`config.mk`:
```
export PLATFORM = sky130hd
export DESIGN_NAME = switch_bounce_gen
export DESIGN_NICKNAME = d
export VERILOG_FILES = /design/src/rtl/switch_bounce_pkg.sv /design/src/rtl/lfsr16.sv /design/src/rtl/switch_bounce_gen.sv
export SDC_FILE = /design/constraint.sdc
export NUM_CORES = 1
export LEC_CHECK = 0
export CORE_UTILIZATION = 55
export DETAILED_ROUTE_END_ITERATION = 12
export GPL_ROUTABILITY_DRIVEN = 0
export GPL_TIMING_DRIVEN = 0
export PLACE_DENSITY = 0.79
export SKIP_LAST_GASP = 1
export SLEW_MARGIN = 20
export SYNTH_ARGS = -nofsm -noshare
export SYNTH_HDL_FRONTEND = slang
export SYNTH_SLANG_ARGS = --single-unit
```
`constraint.sdc`:
```
create_clock -name i_Clk -period 2.5 [get_ports i_Clk]
set_clock_uncertainty 0.05 [all_clocks]
set_input_delay 0.625 -clock i_Clk [delete_from_list [all_inputs] [get_ports i_Clk]]
set_output_delay 0.625 -clock i_Clk [all_outputs]
set_load 0.02 [all_outputs]
```
`src/rtl/switch_bounce_pkg.sv`:
```
// Shared types and constants for the synthetic switch-bounce generator.
// Also carries the Galois LFSR step so other pattern blocks can reuse it.
package switch_bounce_pkg;

   typedef enum logic [1:0] {
      IDLE,
      BOUNCE,
      SETTLE
   } state_e;

   localparam logic [15:0] LFSR_TAPS    = 16'hB400;
   localparam logic [15:0] DEFAULT_SEED = 16'hACE1;

   function automatic logic [15:0] lfsr_step(input logic [15:0] s);
      return s[0] ? ((s >> 1) ^ LFSR_TAPS) : (s >> 1);
   endfunction

endpackage

```
`src/rtl/lfsr16.sv`:
```
// 16-bit Galois LFSR, free-running, synchronous active-low reset to seed.
// A zero seed would lock up, so it is replaced by 1.
module lfsr16
   import switch_bounce_pkg::*;
#(
   parameter logic [15:0] c_SEED = DEFAULT_SEED
) (
   input  logic        i_Clk,
   input  logic        i_Rst_n,
   output logic [15:0] o_State
);

   localparam logic [15:0] SEED_EFF = (c_SEED == 16'h0000) ? 16'h0001 : c_SEED;

   logic [15:0] state_q;
   logic [15:0] state_d;

   always_comb state_d = lfsr_step(state_q);

   always_ff @(posedge i_Clk) begin
      if (!i_Rst_n) state_q <= SEED_EFF;
      else          state_q <= state_d;
   end

   assign o_State = state_q;

endmodule

```
`src/rtl/switch_bounce_gen.sv`:
```
// Drives a new switch level with a burst of pseudo-random contact bounce,
// holds it for a settle period, then pulses done.
module switch_bounce_gen
   import switch_bounce_pkg::*;
#(
   parameter int          c_BOUNCES  = 3,
   parameter int          c_GAP_BITS = 12,
   parameter int          c_SETTLE   = 250000,
   parameter logic [15:0] c_SEED     = DEFAULT_SEED
) (
   input  logic i_Clk,
   input  logic i_Rst_n,
   input  logic i_Start,
   input  logic i_Level,
   output logic o_Switch,
   output logic o_Busy,
   output logic o_Done
);

   localparam int GW   = c_GAP_BITS + 1;
   localparam int TW   = (c_BOUNCES > 0) ? $clog2(2 * c_BOUNCES + 1) : 1;
   localparam int SW   = $clog2(c_SETTLE + 1);
   localparam int LAST = (c_BOUNCES > 0) ? 2 * c_BOUNCES - 1 : 0;
   localparam logic [16:0] GMASK = (17'd1 << c_GAP_BITS) - 17'd1;

   logic [15:0]   lfsr;
   logic [GW-1:0] gap_d;

   state_e        state_q;
   logic [GW-1:0] gap_q;
   logic [TW-1:0] tog_q;
   logic [SW-1:0] set_q;
   logic          sw_q;
   logic          tgt_q;
   logic          busy_q;
   logic          done_q;

   lfsr16 #(
      .c_SEED (c_SEED)
   ) u_lfsr (
      .i_Clk   (i_Clk),
      .i_Rst_n (i_Rst_n),
      .o_State (lfsr)
   );

   // 17-bit add so a full 16-bit gap field cannot wrap to zero
   assign gap_d = GW'(({1'b0, lfsr} & GMASK) + 17'd1);

   always_ff @(posedge i_Clk) begin
      if (!i_Rst_n) begin
         state_q <= IDLE;
         gap_q   <= '0;
         tog_q   <= '0;
         set_q   <= '0;
         sw_q    <= 1'b0;
         tgt_q   <= 1'b0;
         busy_q  <= 1'b0;
         done_q  <= 1'b0;
      end else begin
         done_q <= 1'b0;
         unique case (state_q)
            IDLE: begin
               if (i_Start) begin
                  if (i_Level != sw_q) begin
                     tgt_q  <= i_Level;
                     sw_q   <= i_Level;
                     tog_q  <= '0;
                     gap_q  <= gap_d;
                     busy_q <= 1'b1;
                     if (c_BOUNCES == 0) begin
                        state_q <= SETTLE;
                        set_q   <= SW'(c_SETTLE);
                     end else begin
                        state_q <= BOUNCE;
                     end
                  end else begin
                     done_q <= 1'b1;
                  end
               end
            end
            BOUNCE: begin
               if (gap_q == GW'(1)) begin
                  sw_q  <= ~sw_q;
                  tog_q <= tog_q + 1'b1;
                  gap_q <= gap_d;
                  if (tog_q == TW'(LAST)) begin
                     state_q <= SETTLE;
                     set_q   <= SW'(c_SETTLE);
                  end
               end else begin
                  gap_q <= gap_q - 1'b1;
               end
            end
            SETTLE: begin
               sw_q <= tgt_q;
               if (set_q == SW'(1)) begin
                  done_q  <= 1'b1;
                  busy_q  <= 1'b0;
                  state_q <= IDLE;
               end else begin
                  set_q <= set_q - 1'b1;
               end
            end
            default: state_q <= IDLE;
         endcase
      end
   end

   assign o_Switch = sw_q;
   assign o_Busy   = busy_q;
   assign o_Done   = done_q;

endmodule

```
# After elaboration in Yosys (flattened, before gate mapping)
# Index checks and enable logic that the tools add are counted.
dict set report totals {
  register_bits 56
  output_inout_bits 3
}
dict set report op_classes {
  add_sub_neg 4
  n_eq_ne 12
  n_mux 31
  reduce_logical 12
  bitwise 2
}
# operator count
set op_table {}
lappend op_table {{2-to-1 mux 18 bit} 3}
lappend op_table {{2-to-1 mux 13 bit} 3}
lappend op_table {{one-hot mux 18 bit (2 select lines)} 1}
lappend op_table {{one-hot mux 13 bit (2 select lines)} 1}
lappend op_table {{equality test 18 x 1 -> 1 bit (second input constant)} 1}
lappend op_table {{subtractor 18 x 1 -> 18 bit (second input constant)} 1}
lappend op_table {{2-to-1 mux 16 bit} 1}
lappend op_table {{AND reduction 4 bit} 4}
lappend op_table {{adder 12 x 1 -> 13 bit (second input constant)} 1}
lappend op_table {{equality test 13 x 1 -> 1 bit (second input constant)} 1}
lappend op_table {{subtractor 13 x 1 -> 13 bit (second input constant)} 1}
lappend op_table {{!= test 2 bit (second input constant)} 6}
lappend op_table {{2-to-1 mux 2 bit} 5}
lappend op_table {{2-to-1 mux 1 bit} 9}
lappend op_table {{2-to-1 mux 3 bit} 3}
lappend op_table {{one-hot mux 2 bit (3 select lines)} 1}
lappend op_table {{one-hot mux 3 bit (2 select lines)} 1}
lappend op_table {{AND reduction 3 bit} 2}
lappend op_table {{nonzero test 2 bit} 3}
lappend op_table {{AND reduction 5 bit} 1}
lappend op_table {{inverter 3 -> 4 bit} 1}
lappend op_table {{one-hot mux 1 bit (2 select lines)} 2}
lappend op_table {{adder 3 x 1 -> 3 bit (second input constant)} 1}
lappend op_table {{equality test 3 bit (second input constant)} 1}
lappend op_table {{other kinds (7)} 7}

# Longest topological paths before layout
dict set report logic_depth {
  ltp_word 4
  depth_mapped 9
  depth_no_buf 7
}

# Hierarchy
# A second synthesis with hierarchy kept.
dict set report unflattened {
  hier_cells 363
  hier_area_um2 3101.7
}
# module instances cells_each area_per_inst_um2 seq_area_each_um2
set modules_own_cells {}
lappend modules_own_cells {switch_bounce_gen 1 314 2551.2 800.8}
lappend modules_own_cells {lfsr16 1 49 550.5 320.3}

# Worst setup path after synthesis
# OpenSTA, ideal clock, no wires.
dict set report synth_timing {
  kind {register -> register}
  from {register gap_q[0]}
  to {register set_q[12]}
  stages_incl_launch_ff 9
  t_arrival_ps 2215
  required_ps 2318
  n_path_buf 2
  path_slack_ps 104
  path_cell_list {dfxtp_1 -> ha_1 -> or3b_2 -> nor4_4 -> mux2i_2 -> buf_6 -> clkbuf_1 -> nor4b_1 -> nor3_1}
}
dict set report synth_between {
  elab_chain_len 3
}
# element line
set synth_rtl {}
lappend synth_rtl {{start: declaration} switch_bounce_gen.sv:30} ;# logic [GW-1:0] gap_q;
lappend synth_rtl {{start signal: assignment} switch_bounce_gen.sv:68} ;# gap_q <= gap_d;
lappend synth_rtl {{start signal: assignment} switch_bounce_gen.sv:85} ;# gap_q <= gap_d;
lappend synth_rtl {{start signal: assignment} switch_bounce_gen.sv:91} ;# gap_q <= gap_q - 1'b1;
lappend synth_rtl {{equality test 13 x 1 -> 1 bit} switch_bounce_gen.sv:82} ;# if (gap_q == GW'(1)) begin
lappend synth_rtl {{!= test 2 bit (no line)} -}
lappend synth_rtl {{AND reduction 4 bit (no line)} -}
lappend synth_rtl {{end signal: assignment} switch_bounce_gen.sv:72} ;# set_q <= SW'(c_SETTLE);
lappend synth_rtl {{end signal: assignment} switch_bounce_gen.sv:88} ;# set_q <= SW'(c_SETTLE);
lappend synth_rtl {{end signal: assignment} switch_bounce_gen.sv:101} ;# set_q <= set_q - 1'b1;
lappend synth_rtl {{end: declaration} switch_bounce_gen.sv:32} ;# logic [SW-1:0] set_q;
# Every way passes these cells.
# A chain may end at the register's enable or synchronous reset.

# Worst setup path after layout
dict set report layout_timing {
  from {register gap_q[9]}
  to {register set_q[12]}
}
# The elaborated chain is that of the path after synthesis.

==> out/results.env <==
RUN_STATUS='finished, final reports clean'
WORSTSETUPPATHTYPE='flip-flop to flip-flop'
MET3ROUTEDLENGTH_MICRONS=493
SYNTH_EDF_COUNT=0
MIN_DELAY_PATH_DEPTH=1
CORE_AREA_SQ_UM=5510
POST_DRT_WL_PER_CELL_MICRONS=16.5
SYNTHTOPCELLSBYAREA='sky130_fd_sc_hd__dfxtp_1 36%, sky130_fd_sc_hd__ha_1 4.4%, sky130_fd_sc_hd__a21oi_1 4.0%'
SYN-MEAN-INSTANCE-AREA_SQ_UM=8.26
LAYOUT-DRIVE-GT1-SHARE_PCT=13.7
N_ANTENNA_CELL=0
SYN_INST=380
MAXIMUM_NUMBER_OF_PINS_ON_ONE_NET_BEFORE_GLOBAL_ROUTE_REPAIR=20
DR.MAX_LAYER_USED='met4'
TRITONROUTE_PASS_1_ITERS=5
DIE-WIDTH_MICRONS=77.6
GRT_FIRST_PASS_WIRELENGTH_MICRONS=13100
NUMCTSBUFFERS=5
DIEAREA_SQ_UM=6020
HOLD_PATH_CLASS='flip-flop to flip-flop'
MAX_CAP_VIOL_COUNT=0
FINALWORSTPATHREQUIREDPERIOD_PS=2430
DOMINANTREGCELLSYNTH='sky130_fd_sc_hd__dfxtp_1'
WORST_SETUP_HOLD_PATH_CLK_SLEW_PS=110
REPORT.FINAL.HOLD_VIOL_COUNT=0
CRITICAL_PATH_REQUIRED_PS=2630
VDD_DROP_MAX_V=0.000474
HOLD-WORST-SLACK_PS=376
POWER_DENSITY_nW_PER_UM2=796
GRT-OVFL-TOTAL=0
CLKLATENCYLATEPIN_PS=320
DETAILROUTE.VIA_COUNT=3003
LEAKAGE_DISSIPATION_nW=1.32
YOSYSWARNINGS=0
POST-SYNTH-TOP-AREA-FRACTION_PCT=35.7
CRIT_FANOUT=10
FIN_CELLS=473
START_KIND='flip-flop'
ASYNC_RESET_FF_SHARE_PCT=0
HPWL_REPORTED_AT_THE_END_OF_DETAILED_PLACEMENT_MICRONS=5340
POST_SYNTHESIS_SEQUENTIAL_ELEMENT_COUNT=56
ROWS=27
GROUTE.USAGE.OVERALL_PCT=27.2
NUMPORTBUFFERS=6
WORSTREG2REGEND='set_q[12]'
CLOCK.FMAX_MHz=412
FINAL_ANTENNA_NET_COUNT=0
VIA_PER_INST=6.35
SYN-CELL-AREA_SQ_UM=3140
PLACE.DETAILED.INSTANCES=458
CLOCK-ROOT-BUFFER='sky130_fd_sc_hd__clkbuf_8'
HOLDPATHEND='u_lfsr.o_State[11]'
REGISTER_AREA_SHARE_AFTER_SYNTHESIS_PCT=35.7
IO_PINS=7
WL_MET1_MICRONS=3660
INITIAL_UTILIZATION_PCT=57.0
ROUTE.MET2.WL_MICRONS=3530
MEASURED_SLEW_AT_THE_WORST_SLEW_CHECK_PIN_PS=1040
ROUTE.FINAL.WIRE_LENGTH_MICRONS=7800
CTS_TREE='built'
SLEW_LIMIT_HEADROOM_PCT=29.9
CTS_MAX_PATH_BUFS=2
NETLIST-CELL-TYPE-COUNT=55
SETUP-VIOLATIONS-FINAL=0
GRT_SETUP_UNREPAIRED='true'
FIRST_ITER_VIOLATIONS=277
AREAGROWTHSYNTHTOFINISH_PCT=13.1
HTREE_LEVELS=2
FF2FF_SETUP_SLACK_PS=70
FF2FF_PATH_DEPTH=8
WORSTHOLDSTART='u_lfsr.o_State[12]'
CP_DATA_ARRIVAL_TIME_PS=2560
SYNTH_LARGEST_AREA_CELL='sky130_fd_sc_hd__dfxtp_1'
VIAS_IN_THE_FIRST_GLOBAL_ROUTE=2763
ANTENNA_FOUND_INITIAL=0
FIN_CRIT_SH_PCT=97.1
DESIGN.FINAL.NETS=415
R2R_START='gap_q[9]'
MAPPEDNETLISTNETS=395
DETAIL_ROUTE.DRC_VIOLATIONS=0
CRIT_PATH_END_KIND='flip-flop'
CLOCK_SINKS=56
TIMING.FINAL.MAX_SLEW_VIOLATIONS=0
CHIPHEIGHT_MICRONS=77.6
==> synthesized netlist by cell type (4+ instances only) <==
| cell type | count |
|---|---|
| sky130_fd_sc_hd__o31ai_1 | 6 |
| sky130_fd_sc_hd__nand4_1 | 6 |
| sky130_fd_sc_hd__xnor2_1 | 10 |
| sky130_fd_sc_hd__nand2_1 | 23 |
| sky130_fd_sc_hd__and2_1 | 6 |
| sky130_fd_sc_hd__inv_1 | 15 |
| sky130_fd_sc_hd__nand2b_1 | 13 |
| sky130_fd_sc_hd__nor4b_1 | 5 |
| sky130_fd_sc_hd__a311oi_1 | 4 |
| sky130_fd_sc_hd__a211oi_1 | 6 |
| sky130_fd_sc_hd__nor2_1 | 28 |
| sky130_fd_sc_hd__clkbuf_1 | 12 |
| sky130_fd_sc_hd__mux2i_1 | 7 |
| sky130_fd_sc_hd__o21a_1 | 4 |
| sky130_fd_sc_hd__or3_1 | 7 |
| sky130_fd_sc_hd__xor2_1 | 7 |
| sky130_fd_sc_hd__dfxtp_1 | 56 |
| sky130_fd_sc_hd__nor4_1 | 9 |
| sky130_fd_sc_hd__ha_1 | 11 |
| sky130_fd_sc_hd__nor3_1 | 25 |
| sky130_fd_sc_hd__o21ai_0 | 21 |
| sky130_fd_sc_hd__nand3_1 | 19 |
| sky130_fd_sc_hd__or4_1 | 10 |
| sky130_fd_sc_hd__a21oi_1 | 25 |
==> stage by stage <==
step	cell area (sq um)	TNS [ps]	util, %	setup WS (ps)	total power [W]
6_report	3550	0	64.5	72.2	0.00283
3_3_place_gp	3290	-4790	59.8	-262	0.00219
3_5_place_dp	3290	-5600	59.8	-332	0.00221
2_1_floorplan	3140	0	-	104	0.00195
5_1_grt	3550	-4.94	64.5	-4.79	0.00301
4_1_cts	3450	-25.1	62.6	-20.6	0.00278
==> cell usage in the layout, fill, tap and decap left out, types with 3 or more instances in the layout <==
| cell type | synthesis | final |
|---|---|---|
| sky130_fd_sc_hd__and2_1 | 6 | 6 |
| sky130_fd_sc_hd__nand3_1 | 19 | 19 |
| sky130_fd_sc_hd__or4_1 | 10 | 10 |
| sky130_fd_sc_hd__o21a_1 | 4 | 4 |
| sky130_fd_sc_hd__nor4_1 | 9 | 8 |
| sky130_fd_sc_hd__buf_4 | 0 | 7 |
| sky130_fd_sc_hd__a31oi_1 | 3 | 3 |
| sky130_fd_sc_hd__o31ai_1 | 6 | 5 |
| sky130_fd_sc_hd__nand2b_1 | 13 | 13 |
| sky130_fd_sc_hd__xnor2_1 | 10 | 10 |
| sky130_fd_sc_hd__or3_1 | 7 | 7 |
| sky130_fd_sc_hd__clkdlybuf4s50_1 | 0 | 6 |
| sky130_fd_sc_hd__a311oi_1 | 4 | 4 |
| sky130_fd_sc_hd__ha_1 | 11 | 10 |
| sky130_fd_sc_hd__nor2_1 | 28 | 26 |
| sky130_fd_sc_hd__nand4_1 | 6 | 6 |
| sky130_fd_sc_hd__mux2i_1 | 7 | 7 |
| sky130_fd_sc_hd__xor2_1 | 7 | 7 |
| sky130_fd_sc_hd__clkbuf_2 | 0 | 3 |
| sky130_fd_sc_hd__nand2_1 | 23 | 23 |
| sky130_fd_sc_hd__or2_2 | 3 | 3 |
| sky130_fd_sc_hd__buf_2 | 3 | 4 |
| sky130_fd_sc_hd__nor3_1 | 25 | 24 |
| sky130_fd_sc_hd__clkbuf_1 | 12 | 7 |
| sky130_fd_sc_hd__inv_1 | 15 | 14 |
| sky130_fd_sc_hd__o21ai_0 | 21 | 20 |
| sky130_fd_sc_hd__dfxtp_2 | 0 | 3 |
| sky130_fd_sc_hd__a211oi_1 | 6 | 6 |
| sky130_fd_sc_hd__dfxtp_1 | 56 | 53 |
| sky130_fd_sc_hd__clkbuf_8 | 0 | 5 |
| sky130_fd_sc_hd__and3_1 | 3 | 3 |
| sky130_fd_sc_hd__a21oi_1 | 25 | 25 |
==> registers in the layout (all words and copies together), names as in the netlist <==
signal / count
set_q: 18
u_lfsr.o_State: 16
gap_q: 13
tog_q: 3
state_q: 2
o_Busy: 1
o_Done: 1
o_Switch: 1
tgt_q: 1
==> worst max path at each step <==
stage                     slack, ps  cells after the start      from         to
after floorplan                 100                      8  gap_q[0]  set_q[12]
after global placement         -260                      8  gap_q[0]  set_q[12]
after detailed placement       -330                      8  gap_q[0]  set_q[16]
after CTS                       -20                      9  tog_q[1]  set_q[16]
after global routing             -5                      9  tog_q[1]   set_q[2]
final                            70                      8  gap_q[9]  set_q[12]
==> where the power goes <==
part | leakage (nW) | switching, W | internal [W]
logic | 0.813 | 0.000698 | 0.000460
clock network | 0.0452 | 0.000326 | 0.000205
registers | 0.460 | 0.000133 | 0.00100
==> what timing repair did <==
item / CTS / global route
hold buffers: 0 / 0
cloned: 0 / 0
setup endpoints to repair: 28 / 28
pin swaps: 2 / 1
setup buffers: 5 / 2
endpoints found under the hold margin: 0 / 0
resized for setup: 9 / 26
==> cells by family (layout without fill, tap and decap cells) <==
group / Yosys count / count (layout) / synth area share (%)
DFF: 56 / 56 / 35.7
buffers and inverters: 33 / 54 / 4.30
adders and majority gates: 11 / 11 / 4.38
muxes: 9 / 9 / 3.03
and+or+nand+nor: 169 / 169 / 30.0
xor gates and xnor gates: 17 / 17 / 4.74
AOI/OAI and AO/OA: 85 / 85 / 17.8
==> metal layers <==
metal / global-route usage [%] / vias up
li1: - / 1436
met1: 37.1 / 1428
met2: 43.0 / 128
met3: 4.24 / 11
met4: 10.8 / 0
met5: 0 / -
==> final cells by class <==
| type | instances | area [sq um] |
|---|---|---|
| well taps | 72 | 90.1 |
| plain buffers | 18 | 91.3 |
| clock buffers | 5 | 68.8 |
| multi-input cells | 291 | 1980 |
| flip-flops and latches | 56 | 1120 |
| fillers | 455 | 1960 |
| clock inverters | 3 | 25.0 |
| inverters | 15 | 56.3 |
| repair buffers | 13 | 113 |
==> critical path, cell delays in order (launching register included) <==
cell and delay [ps]:
sky130_fd_sc_hd__dfxtp_1 380, sky130_fd_sc_hd__or4_4 580, sky130_fd_sc_hd__nor4_4 250, sky130_fd_sc_hd__buf_4 180, sky130_fd_sc_hd__mux2i_4 90, sky130_fd_sc_hd__buf_6 160
sky130_fd_sc_hd__clkbuf_4 210, sky130_fd_sc_hd__nor4b_2 290, sky130_fd_sc_hd__nor3_1 80
(Power assumes the default switching activity.)
